==> src/rtl/div_request_sequencer.sv <==
// Front-end for the iterative divider: accepts tagged requests, screens divide-by-zero,
// pulses div_start, waits for done under a watchdog, and returns the result over valid/ready.
module div_request_sequencer #(
    parameter int WIDTH   = 24,
    parameter int TAG_W   = 4,
    parameter int TIMEOUT = 63
) (
    input  logic             clk,
    input  logic             reset,
    input  logic             in_valid,
    output logic             in_ready,
    input  logic [WIDTH-1:0] in_dividend,
    input  logic [WIDTH-1:0] in_divisor,
    input  logic [TAG_W-1:0] in_tag,
    output logic             div_start,
    output logic [WIDTH-1:0] div_dividend,
    output logic [WIDTH-1:0] div_divisor,
    input  logic [WIDTH-1:0] div_quotient,
    input  logic             div_done,
    output logic             out_valid,
    input  logic             out_ready,
    output logic [WIDTH-1:0] out_quotient,
    output logic [TAG_W-1:0] out_tag,
    output logic             out_dbz,
    output logic             out_timeout,
    output logic             busy
);
    localparam int CNT_W = $clog2(TIMEOUT + 1);

    typedef enum logic [2:0] {
        IDLE,
        LAUNCH,
        WAIT,
        RESULT,
        RECOVER
    } state_t;

    state_t           state;
    state_t           state_nxt;
    logic [CNT_W-1:0] wait_cnt;
    logic             accept;
    logic             dbz_req;
    logic             timeout_hit;

    assign accept      = in_valid && (state == IDLE);
    assign dbz_req     = (in_divisor == '0);
    assign timeout_hit = (wait_cnt == CNT_W'(TIMEOUT - 1));

    assign in_ready  = (state == IDLE);
    assign div_start = (state == LAUNCH);
    assign out_valid = (state == RESULT);
    assign busy      = (state != IDLE);

    always_comb begin
        state_nxt = state;
        case (state)
            IDLE:    if (accept) state_nxt = dbz_req ? RESULT : LAUNCH;
            LAUNCH:  state_nxt = WAIT;
            // done takes priority over the watchdog when both land together
            WAIT:    if (div_done || timeout_hit) state_nxt = RESULT;
            RESULT:  if (out_ready) state_nxt = out_timeout ? RECOVER : IDLE;
            RECOVER: if (div_done) state_nxt = IDLE;
            default: state_nxt = IDLE;
        endcase
    end

    always_ff @(posedge clk or posedge reset) begin
        if (reset) begin
            state <= IDLE;
        end else begin
            state <= state_nxt;
        end
    end

    always_ff @(posedge clk or posedge reset) begin
        if (reset) begin
            div_dividend <= '0;
            div_divisor  <= '0;
            out_quotient <= '0;
            out_tag      <= '0;
            out_dbz      <= 1'b0;
            out_timeout  <= 1'b0;
            wait_cnt     <= '0;
        end else begin
            case (state)
                IDLE: begin
                    if (accept) begin
                        out_tag     <= in_tag;
                        out_dbz     <= dbz_req;
                        out_timeout <= 1'b0;
                        if (dbz_req) begin
                            out_quotient <= {WIDTH{1'b1}};
                        end else begin
                            div_dividend <= in_dividend;
                            div_divisor  <= in_divisor;
                        end
                    end
                end
                LAUNCH: wait_cnt <= '0;
                WAIT: begin
                    if (div_done) begin
                        out_quotient <= div_quotient;
                        out_dbz      <= 1'b0;
                        out_timeout  <= 1'b0;
                    end else if (timeout_hit) begin
                        out_quotient <= '0;
                        out_timeout  <= 1'b1;
                    end else begin
                        wait_cnt <= wait_cnt + 1'b1;
                    end
                end
                default: ;
            endcase
        end
    end
endmodule

==> config.mk <==
export PLATFORM = sky130hd
export DESIGN_NAME = div_request_sequencer
export DESIGN_NICKNAME = d
export VERILOG_FILES = /design/src/rtl/div_request_sequencer.sv
export SDC_FILE = /design/constraint.sdc
export NUM_CORES = 1
export LEC_CHECK = 0
export CORE_ASPECT_RATIO = 0.8
export CORE_MARGIN = 2
export CORE_UTILIZATION = 44
export CTS_CLUSTER_DIAMETER = 30
export CTS_CLUSTER_SIZE = 8
export DETAILED_ROUTE_END_ITERATION = 6
export MAX_ROUTING_LAYER = met4
export PLACE_DENSITY_LB_ADDON = 0.12
export SYNTH_ARGS = -nofsm -noshare
export SYNTH_HDL_FRONTEND = slang
export SYNTH_SLANG_ARGS = --single-unit
==> constraint.sdc <==
create_clock -name clk -period 3.9 [get_ports clk]
set_clock_uncertainty 0.05 [all_clocks]
set_input_delay 0.975 -clock clk [delete_from_list [all_inputs] [get_ports clk]]
set_output_delay 0.975 -clock clk [all_outputs]
set_load 0.02 [all_outputs]
# ---- Word level (Yosys, flattened, before mapping)
# Index checks and enable logic that the tools add are counted.
dict set report totals {
  register_bits 87
  inputBits 81
  elab_cells 60
}
dict set report classes {
  n_addsub 1
  eq_ne 14
  n_mux 22
  n_bitwise 1
  reduce_logical 14
}
# operator n
set op_table {}
lappend op_table {{$mux W24} 4}
lappend op_table {{$pmux W24 S2} 1}
lappend op_table {{$logic_not A24 Y1} 1}
lappend op_table {{$mux W3} 5}
lappend op_table {{$pmux W3 S5} 1}
lappend op_table {{$mux W6} 2}
lappend op_table {{$pmux W6 S2} 1}
lappend op_table {{$reduce_and A3 Y1} 4}
lappend op_table {{$ne A2 B2 Y1 const B} 5}
lappend op_table {{$reduce_and A4 Y1} 2}
lappend op_table {{$add A6 B1 Y6 const B} 1}
lappend op_table {{$eq A3 B2 Y1 const B} 2}
lappend op_table {{$eq A6 B6 Y1 const B} 1}
lappend op_table {{$ne A2 B1 Y1 const B} 3}
lappend op_table {{$mux W1} 5}
lappend op_table {{$pmux W1 S2} 2}
lappend op_table {{$reduce_bool A2 Y1} 2}
lappend op_table {{$eq A3 B1 Y1 const B} 1}
lappend op_table {{$eq A3 B3 Y1 const B} 1}
lappend op_table {{$logic_not A3 Y1} 1}
lappend op_table {{$ne A3 B3 Y1 const B} 1}
lappend op_table {{$reduce_bool A3 Y1} 1}
lappend op_table {{$mux W2} 1}
lappend op_table {{$reduce_and A2 Y1} 1}
lappend op_table {{3 further kinds} 3}

# ---- Logic depth before layout (Yosys ltp)
# Gate-level depths: netlist of the first run.
dict set report depth {
  word_depth 4
  ltp_mapped 8
  ltp_nobuf 5
}

# ---- Worst setup path before layout of the first run
# OpenSTA, ideal clock, no wires.
dict set report synth_path {
  path_kind {input to register}
  start {in in_divisor[10]}
  end {reg div_dividend[0]}
  setup_ps 125
  t_arrival_ps 2234
  setup_slack_ps 1491
  stages 6
  n_path_buf 2
  cell_sequence {nor4_1 > nand4_1 > o21ai_2 > buf_4 > buf_6 > mux2_2}
}
dict set report synth_between {
  elab_chain_cells 3
}
# element line
set synth_lines {}
lappend synth_lines {{start: declaration} 13} ;# input logic [WIDTH-1:0] in_divisor,
lappend synth_lines {{$logic_not A24 Y1} 46} ;# assign dbz_req = (in_divisor == '0);
lappend synth_lines {{$not A1 Y1 (no source line)} -}
lappend synth_lines {{$reduce_and A3 Y1 (no source line)} -}
lappend synth_lines {{end signal: assignment} 94} ;# div_dividend <= in_dividend;
lappend synth_lines {{end: declaration} 16} ;# output logic [WIDTH-1:0] div_dividend,
# No other way between the ends.
# A chain may end at the register's enable or synchronous reset.

# ---- Final worst setup path of the first run
dict set report layout_path {
  start {reg state[0]}
  end {out div_start}
}
dict set report layout_between {
  elab_chain_cells 1
}
# element line
set layout_lines {}
lappend layout_lines {{start: declaration} 38} ;# state_t state;
lappend layout_lines {{start signal: assignment} 71} ;# state <= state_nxt;
lappend layout_lines {{$eq A3 B1 Y1} 50} ;# assign div_start = (state == LAUNCH);
lappend layout_lines {{end: declaration} 15} ;# output logic div_start,
# No other way between the ends.

==> summary.txt, run 1 <==
Yosys
  – Syn. warnings: 0
  – Synth Register Bits: 87
  – Post-Syn Nets: 407
  – Sequential area share after synthesis: 0.537
  – Synth Cell Area: 4050 um^2
  – FFs w/ async S/R, synth: 1.00
  – Most used DFF post-synth: dfrtp_1
  – Number of flops mapped to enable cells by yosys: 0
  – Synth unique cells: 40
  – Syn_area_per_cell: 12.5 um^2
  – Synth Instances: 324

Timing
  – Max-slew violation count: 0
  – Final hold violations: 0
  – Slew margin rel.: 0.480
  – Setup TNS: 0 ns
  – RSZ-0062 raised after global routing: no
  – Crit share post-route: 0.845
  – Fmax: 303 MHz
  – Worst-Margin Slew: 0.779 ns
  – Worst Hold Slack: 0.451 ns
  – Final setup vio count: 0
  – Min Tclk post-route: 3.30 ns

Worst setup path
  – Startpoint type of the worst setup path: flip-flop
  – CP Data Required Time: 2.87 ns
  – Critical-path cell list: nor3b_1 -> clkdlybuf4s50_1
  – CP Buf/Inv Count: 1
  – Crit Path Max Fanout: 12
  – Crit path largest cell delay: 0.73 ns
  – CP top delay family: buffers and inverters
  – Worst setup path class: flip-flop to output pin
  – FF-to-FF End: div_dividend[2]$_DFFE_PP0P_
  – Crit path capture: div_start
  – Beginning of the critical path: state[0]$_DFFE_PP0P_
  – Slowest stage cell, crit path: clkdlybuf4s50_1
  – R2r setup slk: 1.60 ns
  – WP data arrival: 2.27 ns
  – RR Startpoint: state[0]$_DFFE_PP0P_
  – Crit path depth: 2
  – Critical path endpoint category: output pin
  – Reg2Reg Depth: 8

Detailed routing
  – First DRT Iteration DRCs: 129
  – DRC violations left: 0
  – Vias/cell: 5.38
  – First-pass DRT Iterations: 4
  – Post-Route WL: 10700 um
  – Vias post-DR: 3240
  – ANT nets after route: 0
  – Wirelength per Cell: 17.8 um

Global route
  – Vias in the first global route: 3303
  – Global-route wire length before repair: 17400 um
  – Overall routing resource usage: 0.225
  – Aggregate global routing overflow: 0
  – Antenna violations before repair: 0
  – Largest net degree at the start of global routing: 45

CTS
  – Root buf cell: clkbuf_16
  – CTS tree: yes
  – CTS buffer count: 9
  – Hold Buf Count CTS: 0
  – Worst-Skew Late Latency: 0.33 ns
  – Clk pin slew, worst setup/hold paths: 0.06 ns
  – # clock sinks: 87
  – Post_cts resized: 0
  – # Post-CTS Setup Buffers: 0
  – Longest Clk Path Bufs: 2
  – H-tree depth: 3

Place
  – Placed wire-length estimate: 7420 um
  – Cells after DPL: 587
  – GPL Wtd Cong: 0.746
  – IO Port Bufs: 162

Cells and area
  – Non-Filler Instances: 602
  – Commonest cells after routing, fill and taps aside: clkdlybuf4s50_1 (162), dfrtp_1 (87), mux2_2 (45)
  – Core Util, Final: 0.678
  – Area grow syn2layout: 50.7%
  – Commonest non-fill, non-tap cell in the layout: clkdlybuf4s50_1
  – Share of post-route cells with drive strength above 1: 0.214
  – ANT cells: 0
  – # nets final: 566

Run
  – MaxCap Viol Count: 0

Floorplan
  – Initial cell density of the core: 0.450
  – Overall die width: 111 um
  – Die Y: 89.8 um
  – Total I/O pin count: 163
  – Rows: 31
  – Core Area: 9000 um^2
  – Die footprint: 10000 um^2

Power
  – Pwr Density: 850 nW/um^2
  – Overall power: 5190 uW
  – Leakage: 0.00242 uW
  – Max IR drop VDD: 591 uV

Outcome
  – Status: finished clean

Min path
  – Tightest Hold Check Type: flip-flop to flip-flop
metrics by stage:
| stage | instance area, um^2 | setup slack [ns] |
|---|---|---|
| global placement | 5790 | 0.710 |
| finish | 6100 | 0.604 |
| detailed placement | 5790 | 0.673 |
| CTS | 6100 | 0.545 |
| global route | 6100 | 0.484 |
| floorplan | 4050 | 0.625 |
report_power, final:
part | internal (uW) | total (uW) | switching, uW
Clock | 573 | 915 | 342
Combinational | 1410 | 2620 | 1210
Sequential | 1340 | 1650 | 313
Total | 3330 | 5190 | 1860
how the worst min path moves through the flow:
stage	from	end	slack (ns)	cells past startpoint
detailed placement	div_divisor[2]$_DFFE_PP0P_	div_divisor[2]$_DFFE_PP0P_	0.44	1
finish	div_divisor[2]$_DFFE_PP0P_	div_divisor[2]$_DFFE_PP0P_	0.45	1
global route	div_divisor[2]$_DFFE_PP0P_	div_divisor[2]$_DFFE_PP0P_	0.47	1
floorplan	wait_cnt[0]$_DFFE_PP0P_	wait_cnt[0]$_DFFE_PP0P_	0.45	1
CTS	div_divisor[2]$_DFFE_PP0P_	div_divisor[2]$_DFFE_PP0P_	0.45	1
global placement	out_dbz$_DFFE_PP0P_	out_dbz$_DFFE_PP0P_	0.43	1
metal layers:
layer / track usage / vias to the layer above / routed length (um)
li1: - / 1511 / -
met1: 0.307 / 1604 / 4980
met2: 0.331 / 110 / 4900
met3: 0.0600 / 15 / 633
met4: 0.0700 / 0 / 220
met5: - / - / 0
state kept, by name (all words and copies together), names as in the netlist:
| name | cells |
|---|---|
| div_dividend | 24 |
| div_divisor | 24 |
| out_dbz | 1 |
| out_quotient | 24 |
| out_tag | 4 |
| out_timeout | 1 |
| state | 3 |
| wait_cnt | 6 |
layout make-up:
class / instances / area [um^2]
fillers: 718 / 2890
flip-flops and latches: 87 / 2180
multi-input cells: 207 / 1730
repair buffers: 171 / 1710
clock buffers: 11 / 243
well taps: 115 / 144
clock inverters: 4 / 70.1
inverters: 7 / 27.5
synth_stat cells, drive strengths merged, types with 2 or more instances:
| cell | n | area [um^2] |
|---|---|---|
| nand4 | 4 | 25.0 |
| nand2 | 3 | 11.3 |
| nand2b | 27 | 169 |
| nor2 | 3 | 18.8 |
| or4 | 3 | 22.5 |
| nor3b | 2 | 15.0 |
| clkbuf | 9 | 33.8 |
| o221a | 24 | 270 |
| and4b | 2 | 20.0 |
| buf | 14 | 100 |
| a21oi | 8 | 40.0 |
| o21a | 2 | 15.0 |
| inv | 7 | 26.3 |
| o31ai | 3 | 22.5 |
| mux2 | 45 | 507 |
| nor4 | 6 | 37.5 |
| nor3 | 2 | 21.3 |
| nand3 | 2 | 10.0 |
| dfrtp | 87 | 2180 |
| a22o | 9 | 78.8 |
| ha | 2 | 25.0 |
| o21ai | 25 | 129 |
| a31oi | 2 | 27.5 |
| nor2b | 25 | 156 |
worst register-to-register path, stage by stage (launching register included):
cell,delay [ns]
dfrtp_1,0.53
nor3_4,0.23
buf_4,0.33
inv_2,0.11
nor2_4,0.09
buf_4,0.22
o21ai_4,0.12
buf_12,0.20
mux2_2,0.32
cells by family after synthesis:
logic type	Yosys count	synth area share
muxes	45	0.125
AOI/OAI and AO/OA	79	0.162
buffers and inverters	30	0.0395
DFF	87	0.537
adders and majority gates	2	0.00618
and+or+nand+nor	81	0.129
(Power assumes the default switching activity.)
==> run 2, diff against run 1 <==
==> constraint.sdc (replaced) <==
create_clock -name clk -period 3.15 [get_ports clk]
set_clock_uncertainty 0.05 [all_clocks]
set_input_delay 0.7875 -clock clk [delete_from_list [all_inputs] [get_ports clk]]
set_output_delay 0.7875 -clock clk [all_outputs]
set_load 0.02 [all_outputs]
==> run 2 against run 1 <==
Against the previous run:
- setup slack got worse by 0.24 ns
- via count increased by 2.3%
- hold slack got worse by 0.0064 ns
- routed wire length decreased by 1.7%
- global-route usage decreased by 0.41 points
- first-iteration DRC count increased by 21%
- clock power increased by 4.5%
- sequential cell count unchanged
- combinational power increased by 24%
- sequential power increased by 23%
==> summary.txt, run 2 (same netlist as run 1, synthesis figures left out) <==
Outcome
  – Status: finished clean

Detailed routing
  – DRC violations left: 0
  – First DRT Iteration DRCs: 156
  – Vias post-DR: 3313
  – Post-Route WL: 10600 um
  – Wirelength per Cell: 17.4 um
  – ANT nets after route: 0
  – Met2 routed WL: 5020 um
  – Top routing layer used: met4
  – Met3 routed WL: 717 um
  – First-pass DRT Iterations: 4
  – Vias/cell: 5.48
  – Wl on met1: 4630 um

CTS
  – # Post-CTS Setup Buffers: 0
  – H-tree depth: 3
  – Clk pin slew, worst setup/hold paths: 0.06 ns
  – Root buf cell: clkbuf_16
  – CTS tree: yes
  – Hold Buf Count CTS: 0
  – Worst-Skew Late Latency: 0.33 ns
  – Post_cts resized: 0
  – Longest Clk Path Bufs: 2
  – CTS buffer count: 9
  – # clock sinks: 87

Global route
  – Aggregate global routing overflow: 0
  – Overall routing resource usage: 0.221
  – Vias in the first global route: 3390
  – Antenna violations before repair: 0
  – Largest net degree at the start of global routing: 44
  – Global-route wire length before repair: 17200 um

Timing
  – Crit share post-route: 0.883
  – Final hold violations: 0
  – Final setup vio count: 0
  – Max-slew violation count: 0
  – Min Tclk post-route: 2.78 ns
  – Slew margin rel.: 0.472
  – Worst-Margin Slew: 0.792 ns
  – Worst Hold Slack: 0.445 ns
  – RSZ-0062 raised after global routing: no
  – Fmax: 359 MHz
  – Setup TNS: 0 ns

Place
  – Area after DPL: 5840 um^2
  – Placed wire-length estimate: 7450 um
  – GPL Wtd Cong: 0.785
  – IO Port Bufs: 162
  – Cells after DPL: 590

Power
  – Leakage: 0.00241 uW
  – Max IR drop VDD: 594 uV
  – Pwr Density: 1020 nW/um^2

Worst setup path
  – WP data arrival: 1.94 ns
  – Beginning of the critical path: state[0]$_DFFE_PP0P_
  – Crit Path Max Fanout: 12
  – R2r setup slk: 1.06 ns
  – Startpoint type of the worst setup path: flip-flop
  – CP Data Required Time: 2.31 ns
  – Reg2Reg Depth: 5
  – Worst setup path class: flip-flop to output pin
  – Critical path endpoint category: output pin
  – FF-to-FF End: out_quotient[23]$_DFFE_PP0P_
  – RR Startpoint: wait_cnt[0]$_DFFE_PP0P_
  – Crit path capture: div_start

Cells and area
  – Largest registers: div_dividend x24, div_divisor x24, out_quotient x24
  – Final Cell Area: 6100 um^2
  – Commonest non-fill, non-tap cell in the layout: clkdlybuf4s50_1
  – Non-Filler Instances: 605
  – Commonest cells after routing, fill and taps aside: clkdlybuf4s50_1 (162), dfrtp_1 (87), mux2_2 (45)
  – Share of post-route cells with drive strength above 1: 0.212
  – # nets final: 569
  – ANT cells: 0
  – Area grow syn2layout: 50.5%
  – Fillers: 696

Min path
  – Hold path cells: 1
  – Tightest Hold Check Type: flip-flop to flip-flop

Floorplan
  – Die footprint: 10000 um^2
  – Die Y: 89.8 um
  – Overall die width: 111 um
  – Initial cell density of the core: 0.450
  – Core Area: 9000 um^2
  – Rows: 31
  – Total I/O pin count: 163

Run
  – MaxCap Viol Count: 0
==> run 2: cell types whose count changed in the layout (fill, tap and decap cells not counted) <==
cell / previous run / this run
clkbuf_1: 1 / 4
buf_12: 2 / 4
bufinv_16: 2 / 0
buf_4: 7 / 8
clkinv_2: 3 / 2
==> run 2: metal layers <==
metal / GRT usage / vias to the layer above
met3: 0.0681 / 15
met5: - / -
met2: 0.330 / 131
met4: 0.0617 / 0
met1: 0.293 / 1651
li1: - / 1516
==> run 2: worst min-delay path by stage <==
stage	startpoint	endpoint	slack (ns)
after floorplan	wait_cnt[0]$_DFFE_PP0P_	wait_cnt[0]$_DFFE_PP0P_	0.45
after global placement	div_divisor[2]$_DFFE_PP0P_	div_divisor[2]$_DFFE_PP0P_	0.43
after detailed placement	out_dbz$_DFFE_PP0P_	out_dbz$_DFFE_PP0P_	0.44
after CTS	div_divisor[2]$_DFFE_PP0P_	div_divisor[2]$_DFFE_PP0P_	0.45
after global routing	div_divisor[12]$_DFFE_PP0P_	div_divisor[12]$_DFFE_PP0P_	0.46
final	div_divisor[2]$_DFFE_PP0P_	div_divisor[2]$_DFFE_PP0P_	0.45
==> run 2: per-stage QoR <==
stage	util	setup WS, ns	total power, uW
2_1_floorplan	-	0.0623	3840
6_report	0.678	0.368	6240
5_1_grt	0.678	0.260	6570
3_3_place_gp	0.649	0.153	5230
4_1_cts	0.678	0.355	6290
3_5_place_dp	0.649	0.114	5310
==> run 2: layout make-up <==
type                       count  area (um^2)  area share
sequential                    87         2180       0.357
timing repair buffer         174         1760       0.289
multi-input combinational    207         1730       0.284
clock buffer                  14          254      0.0416
tap                          115          144      0.0236
inverter                       7         27.5     0.00451
clock inverter                 1         5.00    0.000821
==> run 2: report_power, final <==
part / leakage, uW / switching, uW / total (uW) / internal, uW
clock network: 0.000127 / 404 / 956 / 552
logic: 0.00126 / 1500 / 3250 / 1750
registers: 0.00103 / 369 / 2030 / 1660
total: 0.00241 / 2270 / 6240 / 3970
==> run 2: critical path: stages (launching register included) <==
cell	delay, ns
dfrtp_1	0.61
nor3b_1	0.24
buf_4	0.17
clkdlybuf4s50_1	0.60
==> run 3, diff against run 2 <==
--- a/config.mk
+++ b/config.mk
@@ -13,6 +13,7 @@
 export DETAILED_ROUTE_END_ITERATION = 6
 export MAX_ROUTING_LAYER = met4
 export PLACE_DENSITY_LB_ADDON = 0.12
+export SKIP_CTS_REPAIR_TIMING = 1
 export SYNTH_ARGS = -nofsm -noshare
 export SYNTH_HDL_FRONTEND = slang
 export SYNTH_SLANG_ARGS = --single-unit
==> results of run 3 <==
The final DEF is identical to that of run 2; final timing and power are the same.
==> RTL change 1 (flow settings as in run 2) <==
Encoding of `state_t`: now one-hot (5 bits for 5 states).
--- a/src/rtl/div_request_sequencer.sv
+++ b/src/rtl/div_request_sequencer.sv
@@ -28,10 +28,10 @@
     localparam int CNT_W = $clog2(TIMEOUT + 1);
 
-    typedef enum logic [2:0] {
-        IDLE,
-        LAUNCH,
-        WAIT,
-        RESULT,
-        RECOVER
+    typedef enum logic [4:0] {
+        IDLE    = 5'b00001,
+        LAUNCH  = 5'b00010,
+        WAIT    = 5'b00100,
+        RESULT  = 5'b01000,
+        RECOVER = 5'b10000
     } state_t;
 
Check against the original RTL: same outputs for any inputs over 4 cycles, from zero or initial values and one cycle with reset high; so few cycles prove little.
==> RTL change 1 against run 2 <==
Core utilization is 0.21 points higher; synthesized area decreased by 2.5%; setup slack got worse by 0.15 ns; synthesized cell count down 3.4%; sequential cell count up 2; power is 5.4% lower; routed wire length down 1.1%; register-to-register slack lost 0.11 ns; design area fell by 4.2%; critical path type unchanged; critical endpoint unchanged; highest routed layer unchanged.
==> RTL change 1: results (changes against run 2) <==
- Status: finished, final reports clean
- Register area share after synthesis: 0.564 (+0.0270)
- Fmax: 342 MHz (-5.0%)
- Portion of the layout cell area used by clock cells: 0.0296 (-0.0129)
- Launch point of the worst reg-to-reg path: state[3]
- Share of cells above drive strength 1: 0.161 (-0.0508)
- Clock transition at path regs: 0.09 ns (+0.03 ns)
- Post-synthesis adder-cell area fraction: 0.00634 (+0.000160)
- Worst r2r dst: div_dividend[0]
- Worst r2r path cells: 6 (+1)
- First-pass DRT Iterations: 4 (unchanged)
- Comb_multi_in: 199 (-3.9%)
- Arr. time, crit path: 2.09 ns (+0.15 ns)
- Met2 usage: 0.334 (+0.00374)
- CTS Root Cell: clkbuf_8
- Post-Syn Nets: 396 (-2.7%)
- Synth Area in Compound Gates: 0.129 (-0.0332)
- Global routing usage on met1: 0.297 (+0.00360)
- Power share of the combinational group: 0.532 (+0.010)
- Switching part of the total power: 0.380 (+0.0156)
- Buffer share of cell area: 0.294 (+0.00491)
- Worst-path maximum fanout: 7 (-5)
- # clk buffers: 11 (-3)
- Via count: 3175 (-4.2%)
- Placer Congestion: 0.880 (+12%)
- GRT Total Usage: 0.229 (+0.00854)
- Static Leak: 2.52 nW (+4.3%)
- Wire length per cell: 17.5 um (+0.51%)
- Most instantiated cells after synthesis: 88 x dfrtp_1, 33 x nor2_1, 31 x mux2_4, 25 x a21oi_1, 24 x a221oi_1
- Mux share of post-synthesis cell area: 0.146 (+0.0213)
- Fin nets: 561 (-1.4%)
- Non-clk bufs: 172 (-1.1%)
- Final HPWL from detailed placement: 7.39 mm (-0.80%)
- Unique masters post-synth: 43 (+7.5%)
- FF-to-FF setup slack: 0.95 ns (-0.11 ns)
- Largest cells by area after synthesis: dfrtp_1 56%, mux2_4 12%, a221oi_1 5.3%
- 1st-iter DRT viols: 185 (+19%)
- Worst-Margin Slew: 0.904 ns (+0.113 ns)
- Seq area share: 0.381 (+0.0244)
- First-pass GRT wire length: 16.2 mm (-5.9%)
- Fillers: 667 (-4.2%)
- Multi-input combinational area share: 0.266 (-0.0178)
- Largest net degree at the start of global routing: 38 (-14%)
RTL change 1: cell count changes after synthesis, moves of 4 or more:
| cell | change |
|---|---|
| mux2_4 | +31 |
| clkbuf_1 | -4 |
| mux2_2 | -35 |
| a21oi_1 | +17 |
| o221a_2 | -24 |
| nand2b_1 | -25 |
| nor2b_1 | -23 |
| nand2_1 | +14 |
| o21ai_0 | -18 |
| nor2_1 | +31 |
| a221oi_1 | +24 |
| nand3_1 | +4 |
RTL change 1: worst max-delay path, cell delays in order, from the launching register on:
cell	delay [ns]
dfrtp_1	0.44
or3_4	0.42
or3b_2	0.54
inv_1	0.14
clkbuf_2	0.19
RTL change 1: per-layer routing:
metal	vias up	routed length [um]
li1	1481	-
met1	1555	4670
met2	131	4690
met3	8	985
met4	0	83
met5	-	0
RTL change 1: repair_timing:
action	CTS	global route
pin swaps	0	0
gates cloned	0	0
gates resized for setup	1	2
setup endpoints to repair	1	1
RTL change 1: how the worst min path moves through the flow:
stage	start	end	slack [ns]	depth (start not counted)
global placement	out_tag[1]	out_tag[1]	0.41	2
CTS	out_tag[1]	out_tag[1]	0.44	2
detailed placement	out_tag[1]	out_tag[1]	0.42	2
global route	out_tag[1]	out_tag[1]	0.47	2
finish	out_tag[1]	out_tag[1]	0.43	2
floorplan	wait_cnt[5]	wait_cnt[5]	0.42	1
RTL change 1: through the flow:
stage               hold WS (ns)  power (mW)  utilization  instance area [um^2]  std cells
floorplan                  0.421        3.82            -                  3950        313
global placement           0.410        5.16        0.660                  5680        579
detailed placement         0.416        5.22        0.660                  5680        579
CTS                        0.436        5.95        0.680                  5850        595
global route               0.466        6.23        0.680                  5840        595
finish                     0.433        5.90        0.680                  5840        595
==> RTL change 2 (config.mk and constraints of run 2) <==
Without the edit above. The parameter `WIDTH` goes from 24 to 12.
--- a/src/rtl/div_request_sequencer.sv
+++ b/src/rtl/div_request_sequencer.sv
@@ -2,5 +2,5 @@
 // pulses div_start, waits for done under a watchdog, and returns the result over valid/ready.
 module div_request_sequencer #(
-    parameter int WIDTH   = 24,
+    parameter int WIDTH   = 12,
     parameter int TAG_W   = 4,
     parameter int TIMEOUT = 63
Interface: changed (6 resized); port bits go from 163 to 91. No check against the original RTL was run, so the function may have changed too.
==> RTL change 2 against run 2 <==
Count of clock-buffer cells in the layout down 8; global-route usage is 4.4 points lower; register-to-register slack improved by 0.03 ns; setup slack improved by 0.10 ns; synthesized area is 41% lower; design area shrank 44%; power is 47% lower; routed wire length is 53% lower; first-iteration DRC count decreased by 60%; die area is 40% lower; sequential cell count down 36; synthesized cell count shrank 44%; critical path type unchanged; highest routed layer unchanged.
==> RTL change 2: results (changes against run 2) <==
- Status: finished, final reports clean
- Dpl ws: 0.329 ns (+0.216 ns)
- Fin nets: 322 (-43%)
- Vias in the first global route: 1668 (-51%)
- Synthesized area per cell: 13.0 um^2 (+3.7%)
- Met2 WL post-DR: 2.22 mm (-56%)
- Arr. time, crit path: 1.84 ns (-0.10 ns)
- WHS: 0.462 ns (+0.0167 ns)
- Crit-path slowest cell: clkdlybuf4s50_1
- CTS buffer count: 5 (-4)
- Pint: 2.14 mW (-46%)
- Top-area cell type share of the netlist area: 0.538 (+0.000606)
- Wire length per cell: 14.9 um (-15%)
- Port Buffers: 90 (-44%)
- First-pass GRT wire length: 8.17 mm (-52%)
- CTS Root Cell: clkbuf_8
- Launch point of the worst reg-to-reg path: state[1]
- Most instantiated cells after synthesis: 51 x dfrtp_1, 28 x nand2_1, 21 x mux2_2, 19 x mux2_4, 9 x nor2_1
- Non-Filler Instances: 337 (-44%)
- H-tree depth: 2 (-1)
- Top flop regs: div_dividend: 12 flops, div_divisor: 12 flops, out_quotient: 12 flops
- Clk Latency, worst-skew pair: 0.30 ns (-0.03 ns)
- Vias/cell: 5.03 (-8.1%)
- Largest cells by area after synthesis: dfrtp_1 54%, mux2_4 12%, mux2_2 10%
- Comb group: 1.73 mW (-47%)
- Peak supply drop: 464 uV (-22%)
- GRT Total Usage: 0.176 (-0.0444)
- DR WL met3: 342 um (-52%)
- Static Leak: 1.44 nW (-40%)
- PwrDens: 966 nW/um^2 (-5.5%)
- Hold_sp: out_quotient[1]
- Final HPWL from detailed placement: 3.61 mm (-52%)
- Register area share after synthesis: 0.538 (+0.000606)
- FF-to-FF setup slack: 1.09 ns (+0.03 ns)
- 1st-iter DRT viols: 63 (-60%)
- Cell Count Post-Placement: 330 (-44%)
- Seq power: 1.13 mW (-44%)
- Worst r2r dst: div_divisor[10]
-- RTL change 2: cell types whose count changed in the layout (fill, tap and decap cells not counted), moves of 19 or more --
cell,delta
mux2_2,-24
mux2_4,+19
nor2b_1,-25
nand2_1,+25
clkdlybuf4s50_1,-72
o221a_2,-23
dfrtp_1,-36
nand2b_1,-25
-- RTL change 2: cell type report --
type	count	area, um^2
inverter	4	15.0
tap	62	77.6
clock buffer	6	72.6
multi-input combinational	118	977
fill	400	1680
clock inverter	1	30.0
sequential	51	1280
timing repair buffer	95	963
-- RTL change 2: kinds of logic after synthesis --
kind of cell | Yosys count | synth area share
adder cells (fa/ha/maj) | 2 | 0.0105
multiplexers | 40 | 0.220
buffers and inverters | 14 | 0.0501
AO/OA/AOI/OAI | 16 | 0.0454
AND/OR/NAND/NOR | 56 | 0.121
flip-flops | 51 | 0.538
XOR/XNOR | 4 | 0.0148
-- RTL change 2: worst max-delay path by stage --
stage / start / end / slack (ns) / depth (start not counted)
floorplan: state[1] / div_start / 0.93 / 2
global placement: in_divisor[0] / out_quotient[7] / 0.37 / 5
detailed placement: in_divisor[0] / out_quotient[1] / 0.33 / 5
CTS: state[0] / div_start / 0.44 / 3
global route: state[0] / div_start / 0.35 / 3
finish: state[0] / div_start / 0.47 / 3
-- RTL change 2: worst register-to-register path: cells and delay by family, from the launching register on --
family	cells	cell delay [ns]
and+or+nand+nor	3	0.80
muxes	1	0.37
DFF	1	0.51
buffers and inverters	1	0.22
-- RTL change 2: metal layers --
metal | global-route usage | vias to the layer above
met5 | - | -
met4 | 0.0370 | 0
met3 | 0.0595 | 5
met2 | 0.255 | 55
met1 | 0.241 | 824
li1 | - | 812
